[config.mk]
export PLATFORM = sky130hd
export DESIGN_NAME = cache_fill_controller
export DESIGN_NICKNAME = d
export VERILOG_FILES = /design/src/rtl/cache_pkg.sv /design/src/rtl/sat_counter.sv /design/src/rtl/cache_fill_controller.sv
export SDC_FILE = /design/constraint.sdc
export NUM_CORES = 1
export LEC_CHECK = 0
export BUFFER_PORTS_ARGS = -buffer_cell sky130_fd_sc_hd__buf_4
export CAP_MARGIN = 15
export CORE_MARGIN = 2
export CORE_UTILIZATION = 35
export DETAILED_ROUTE_END_ITERATION = 6
export GPL_TIMING_DRIVEN = 0
export PLACE_DENSITY = 0.61
export SETUP_SLACK_MARGIN = 0.5
export SLEW_MARGIN = 15
export SYNTH_ARGS = -nofsm -noshare
export SYNTH_HDL_FRONTEND = slang
export SYNTH_SLANG_ARGS = --single-unit
[constraint.sdc]
create_clock -name clk -period 6.1 [get_ports clk]
set_input_delay 0.305 -clock clk [delete_from_list [all_inputs] [get_ports clk]]
set_output_delay 0.305 -clock clk [all_outputs]
set_load 0.03 [all_outputs]
[src/rtl/cache_pkg.sv]
// +--------------------------------------------------------------------+
// | cache_pkg : shared constants and FSM state type for the cache fill |
// | Rev 1.0                                                            |
// +--------------------------------------------------------------------+
`default_nettype none

package cache_pkg;

   localparam int CACHE_ADDR_W = 15;
   localparam int CACHE_WORD_W = 32;
   localparam int CACHE_CNT_W  = 16;
   localparam int LINE_WORDS   = 4;

   localparam int TAG_HI    = 14;
   localparam int TAG_LO    = 12;
   localparam int INDEX_HI  = 11;
   localparam int INDEX_LO  = 2;
   localparam int OFFSET_HI = 1;
   localparam int OFFSET_LO = 0;
   localparam int OFFSET_W  = OFFSET_HI - OFFSET_LO + 1;

   typedef enum logic [2:0] {
      IDLE    = 3'd0,
      LOOKUP  = 3'd1,
      FILL    = 3'd2,
      WRITE   = 3'd3,
      RESPOND = 3'd4
   } fill_state_t;

endpackage

`default_nettype wire

[src/rtl/sat_counter.sv]
// +--------------------------------------------------------------------+
// | sat_counter : up-counter that sticks at all-ones                   |
// | Rev 1.0                                                            |
// +--------------------------------------------------------------------+
`default_nettype none

module sat_counter #(
   parameter int CNT_W = 16
) (
   input  logic             clk,
   input  logic             rst,
   input  logic             i_inc,
   output logic [CNT_W-1:0] o_count
);

   logic [CNT_W-1:0] r_count;

   always_ff @(posedge clk or posedge rst) begin
      if (rst) begin
         r_count <= '0;
      end else if (i_inc && (r_count != {CNT_W{1'b1}})) begin
         r_count <= r_count + 1'b1;
      end
   end

   assign o_count = r_count;

endmodule

`default_nettype wire

[src/rtl/cache_fill_controller.sv]
// +--------------------------------------------------------------------+
// | cache_fill_controller : hit check, 4-beat line fill, hit/miss stats|
// | Rev 1.0                                                            |
// +--------------------------------------------------------------------+
`default_nettype none

module cache_fill_controller
   import cache_pkg::*;
#(
   parameter int ADDR_W = CACHE_ADDR_W,
   parameter int WORD_W = CACHE_WORD_W,
   parameter int CNT_W  = CACHE_CNT_W
) (
   input  logic                         clk,
   input  logic                         rst,
   input  logic                         i_cpu_req,
   input  logic [ADDR_W-1:0]            i_cpu_addr,
   output logic                         o_cpu_ready,
   output logic [WORD_W-1:0]            o_cpu_data,
   output logic [ADDR_W-1:0]            o_cache_addr,
   output logic                         o_cache_read_en,
   input  logic                         i_cache_hit,
   input  logic [WORD_W-1:0]            i_cache_rdata,
   output logic                         o_cache_write_en,
   output logic [LINE_WORDS*WORD_W-1:0] o_cache_fill_data,
   output logic                         o_mem_req,
   output logic [ADDR_W-1:0]            o_mem_addr,
   input  logic                         i_mem_ack,
   input  logic [WORD_W-1:0]            i_mem_rdata,
   output logic [CNT_W-1:0]             o_hit_count,
   output logic [CNT_W-1:0]             o_miss_count
);

   localparam logic [OFFSET_W-1:0] LAST_BEAT = OFFSET_W'(LINE_WORDS - 1);

   fill_state_t                         r_state;
   fill_state_t                         w_state_next;
   logic [ADDR_W-1:0]                   r_req_addr;
   logic [OFFSET_W-1:0]                 r_beat;
   logic [LINE_WORDS-1:0][WORD_W-1:0]   r_line_buf;
   logic [WORD_W-1:0]                   r_cpu_data;
   logic                                w_hit_inc;
   logic                                w_miss_inc;

   always_ff @(posedge clk or posedge rst) begin
      if (rst) begin
         r_state <= IDLE;
      end else begin
         r_state <= w_state_next;
      end
   end

   always_comb begin
      w_state_next     = r_state;
      o_cpu_ready      = 1'b0;
      o_cache_read_en  = 1'b0;
      o_cache_write_en = 1'b0;
      o_cache_addr     = '0;
      o_mem_req        = 1'b0;
      o_mem_addr       = '0;
      w_hit_inc        = 1'b0;
      w_miss_inc       = 1'b0;
      case (r_state)
         IDLE: begin
            if (i_cpu_req) begin
               w_state_next = LOOKUP;
            end
         end
         LOOKUP: begin
            o_cache_read_en = 1'b1;
            o_cache_addr    = r_req_addr;
            if (i_cache_hit) begin
               w_hit_inc    = 1'b1;
               w_state_next = RESPOND;
            end else begin
               w_miss_inc   = 1'b1;
               w_state_next = FILL;
            end
         end
         FILL: begin
            // Whole line is fetched from word 0 upward, independent of the requested offset
            o_cache_addr = r_req_addr;
            o_mem_req    = 1'b1;
            o_mem_addr   = {r_req_addr[ADDR_W-1:OFFSET_W], r_beat};
            if (i_mem_ack && (r_beat == LAST_BEAT)) begin
               w_state_next = WRITE;
            end
         end
         WRITE: begin
            o_cache_addr     = r_req_addr;
            o_cache_write_en = 1'b1;
            w_state_next     = RESPOND;
         end
         RESPOND: begin
            o_cache_addr = r_req_addr;
            o_cpu_ready  = 1'b1;
            w_state_next = IDLE;
         end
         default: begin
            w_state_next = IDLE;
         end
      endcase
   end

   always_ff @(posedge clk or posedge rst) begin
      if (rst) begin
         r_req_addr <= '0;
         r_beat     <= '0;
         r_line_buf <= '0;
         r_cpu_data <= '0;
      end else begin
         case (r_state)
            IDLE: begin
               if (i_cpu_req) begin
                  r_req_addr <= i_cpu_addr;
               end
            end
            LOOKUP: begin
               if (i_cache_hit) begin
                  r_cpu_data <= i_cache_rdata;
               end else begin
                  r_beat <= '0;
               end
            end
            FILL: begin
               if (i_mem_ack) begin
                  r_line_buf[r_beat] <= i_mem_rdata;
                  r_beat             <= r_beat + OFFSET_W'(1);
               end
            end
            WRITE: begin
               r_cpu_data <= r_line_buf[r_req_addr[OFFSET_HI:OFFSET_LO]];
            end
            default: begin
            end
         endcase
      end
   end

   assign o_cpu_data        = r_cpu_data;
   assign o_cache_fill_data = r_line_buf;

   sat_counter #(
      .CNT_W (CNT_W)
   ) u_hit_counter (
      .clk     (clk),
      .rst     (rst),
      .i_inc   (w_hit_inc),
      .o_count (o_hit_count)
   );

   sat_counter #(
      .CNT_W (CNT_W)
   ) u_miss_counter (
      .clk     (clk),
      .rst     (rst),
      .i_inc   (w_miss_inc),
      .o_count (o_miss_count)
   );

endmodule

`default_nettype wire

==> metrics.csv <==
metric,value,unit
TritonCTS clock tree,yes,
post-DP HPWL,20600,um
yosys warns,0,
count of state elements after synthesis,212,
"Distinct cells, synth",36,
core area,26900,um^2
Placed Instances,1384,
clk_skew,0.0146,ns
outcome,completed,
CP max stage cell,clkbuf_1,
first-pass GRT wire length,44200,um
maxcap violations,0,
Post-Layout Cell Count,1442,
RSZ-0062 raised after global routing,false,
Synth top area share,55.6,%
critical path peak fanout,10,
Lkg Pwr,6.58,nW
Vias,7217,
CTS buffer count,25,
Rows,60,
I/O Buffers,309,
# diodes,0,
CTS max path bufs,3,
setup violators final,0,
crit path cell chain,buf_6 > nand3b_1 > clkbuf_1 > clkbuf_1 > inv_1 > buf_4,
antenna violations before repair,0,
most common cell in the netlist,dfrtp_1,
"Slew Viols, Final",0,
root buf cell,clkbuf_16,
post-synthesis async set-or-reset flop share,100,%
DR DRC count,0,
Peak VDD IR,303,uV
Setup CP Type,reg2out,
sequential element share of the synthesized area,55.6,%
io pins,310,
nets,1174,
CP arrival,2.53,ns
Final Hold Viols,0,
Total GRT Usage,19.9,%
syn nets,818,
Fin Setup TNS,0,ns
Post-DRT Antenna Nets,0,
Vias per Instance,5.00,
ranking of synthesized cells by area,"dfrtp_1 56%, mux2_2 17%, mux4_2 7.6%",
Wirelength per Cell,19.9,um
worst hold-check path type,in2reg,
ys flop type,dfrtp_1,
crit start category,flip-flop,
end-of-flow core utilization,49.6,%
global route overflow,0,
Total Wirelength,28700,um
final-layout fill cell count,2419,
Die Width,169,um
area grow syn2layout,39.8,%
share of layout cells above drive strength 1,49.4,%
Yosys top cell by area,dfrtp_1,
Initial DRC Count,389,
top post-synthesis cells by count,"212 x dfrtp_1, 147 x mux2_2, 82 x nand2_1, 41 x nor2_1, 36 x and2_1",
Worst Path Required,5.79,ns
Max-Slew Margin vs Limit,41.7,%
Initial Utilization,35.5,%
H-tree depth,1,
synthesized area per cell,13.1,um^2
worst path bufs/invs,5,
Fmax,352,MHz
First-pass DRT Iterations,4,
vias in the first global route,7398,
Critical R2R Launch,r_state[1],
Synth Cell Area,9540,um^2
PD cells,554,nW/um^2
worst hold start,i_cpu_addr[10],
Skew-Pair Late Insertion Delay,0.53,ns
final worst path period share,46.5,%
CP max stage delay,0.49,ns
"CTS clk-pin slew, worst paths",0.06,ns
"EDFF count, synth",0,
die span in y,169,um
GP Congestion,0.784,
clock sinks,212,
post_cts resized,0,
Worst-Margin Slew,0.872,ns
launch point of the worst path,r_state[1],
largest net degree at the start of global routing,35,
top cell family by delay on the critical path,buffers and inverters,
die area,28600,um^2
Synth Instances,728,
Tmin final,2.84,ns
CP most frequent cell,clkbuf_1,
Crit. End Element,output pin,
-- routing by layer --
metal | vias to the layer above | share of wire (%) | global-route usage (%)
met5 | - | 0 | 0
met4 | 0 | 2.0 | 4.50
met3 | 41 | 7.6 | 5.56
met2 | 219 | 48 | 32.6
met1 | 3652 | 43 | 26.4
li1 | 3305 | - | -
-- state kept, by name, summed over array words and instances, names as in the netlist --
register	flops
o_cpu_data	32
r_beat	2
u_miss_counter.o_count	16
o_cache_fill_data	128
u_hit_counter.o_count	16
r_req_addr	15
r_state	3
-- where the power goes --
group | switching (W) | total [W] | leakage [nW] | internal (W)
logic | 0.00208 | 0.00361 | 3.47 | 0.00153
clock network | 0.000577 | 0.00143 | 0.387 | 0.000849
registers | 0.000404 | 0.00234 | 2.72 | 0.00194
-- final cells by class --
| type | count | area [um^2] | area share, % |
|---|---|---|---|
| Multi-Input combinational cell | 465 | 4020 | 30.1 |
| Inverter | 7 | 30.0 | 0.225 |
| Sequential cell | 212 | 5310 | 39.8 |
| Timing Repair Buffer | 329 | 2580 | 19.4 |
| Tap cell | 341 | 427 | 3.20 |
| Clock buffer | 41 | 766 | 5.74 |
| Buffer | 44 | 188 | 1.41 |
| Clock inverter | 3 | 18.8 | 0.141 |
-- logic make-up (layout without fill, tap and decap cells) --
group	Yosys count	after routing	synth area share, %
AND/OR/NAND/NOR	217	217	11.5
flip-flops	212	212	55.6
multiplexers	179	179	24.9
buffers and inverters	51	424	2.24
AO/OA/AOI/OAI	35	35	2.34
XOR/XNOR	28	28	2.57
adder cells (fa/ha/maj)	6	6	0.787
-- worst reg2reg max path: stages (launching register included) --
cell,delay (ns)
dfrtp_1,0.38
buf_6,0.14
nor4bb_1,0.12
clkbuf_1,0.18
nand2_1,0.29
buf_1,0.66
mux2_2,0.41
-- path summary, 6_finish.rpt --
path / end / slack, ns / cells after the start
worst max-delay path: o_cache_write_en / 3.26 / 6
worst min-delay path: r_req_addr[10] / 0.02 / 2
worst max register to register: o_cache_fill_data[102] / 3.80 / 6
worst min register to register: u_hit_counter.o_count[7] / 0.49 / 1
max in group asynchronous: o_cpu_data[13] / 4.77 / 5
min in group asynchronous: u_hit_counter.o_count[2] / 0.47 / 3
-- cell usage in the layout, fill, tap and decap left out, drive strengths merged, types with 10 or more instances in the layout --
master,count
nand4,11
nor2,41
dfrtp,212
mux2,147
and2,36
mux4,32
dlygate4sd3,14
xnor2,10
nand2,82
xor2,18
a31oi,32
clkbuf,65
buf,335
-- what timing repair did --
item / 4_1_cts / 5_1_grt
buffers inserted: 0 / 0
hold endpoints to repair: 38 / 0
hold buffers: 14 / 0
-- through the flow --
stage / power, W / hold WS, ns / area [um^2] / worst slack [ns]
2_1_floorplan: 0.00457 / 0.453 / 9540 / 3.04
3_3_place_gp: 0.00595 / 0.485 / 12300 / 1.50
3_5_place_dp: 0.00600 / 0.467 / 12400 / 3.78
4_1_cts: 0.00747 / 0.00111 / 13300 / 3.20
5_1_grt: 0.00777 / 0.0147 / 13300 / 3.06
6_report: 0.00738 / 0.0192 / 13300 / 3.26
(Power assumes the default switching activity.)
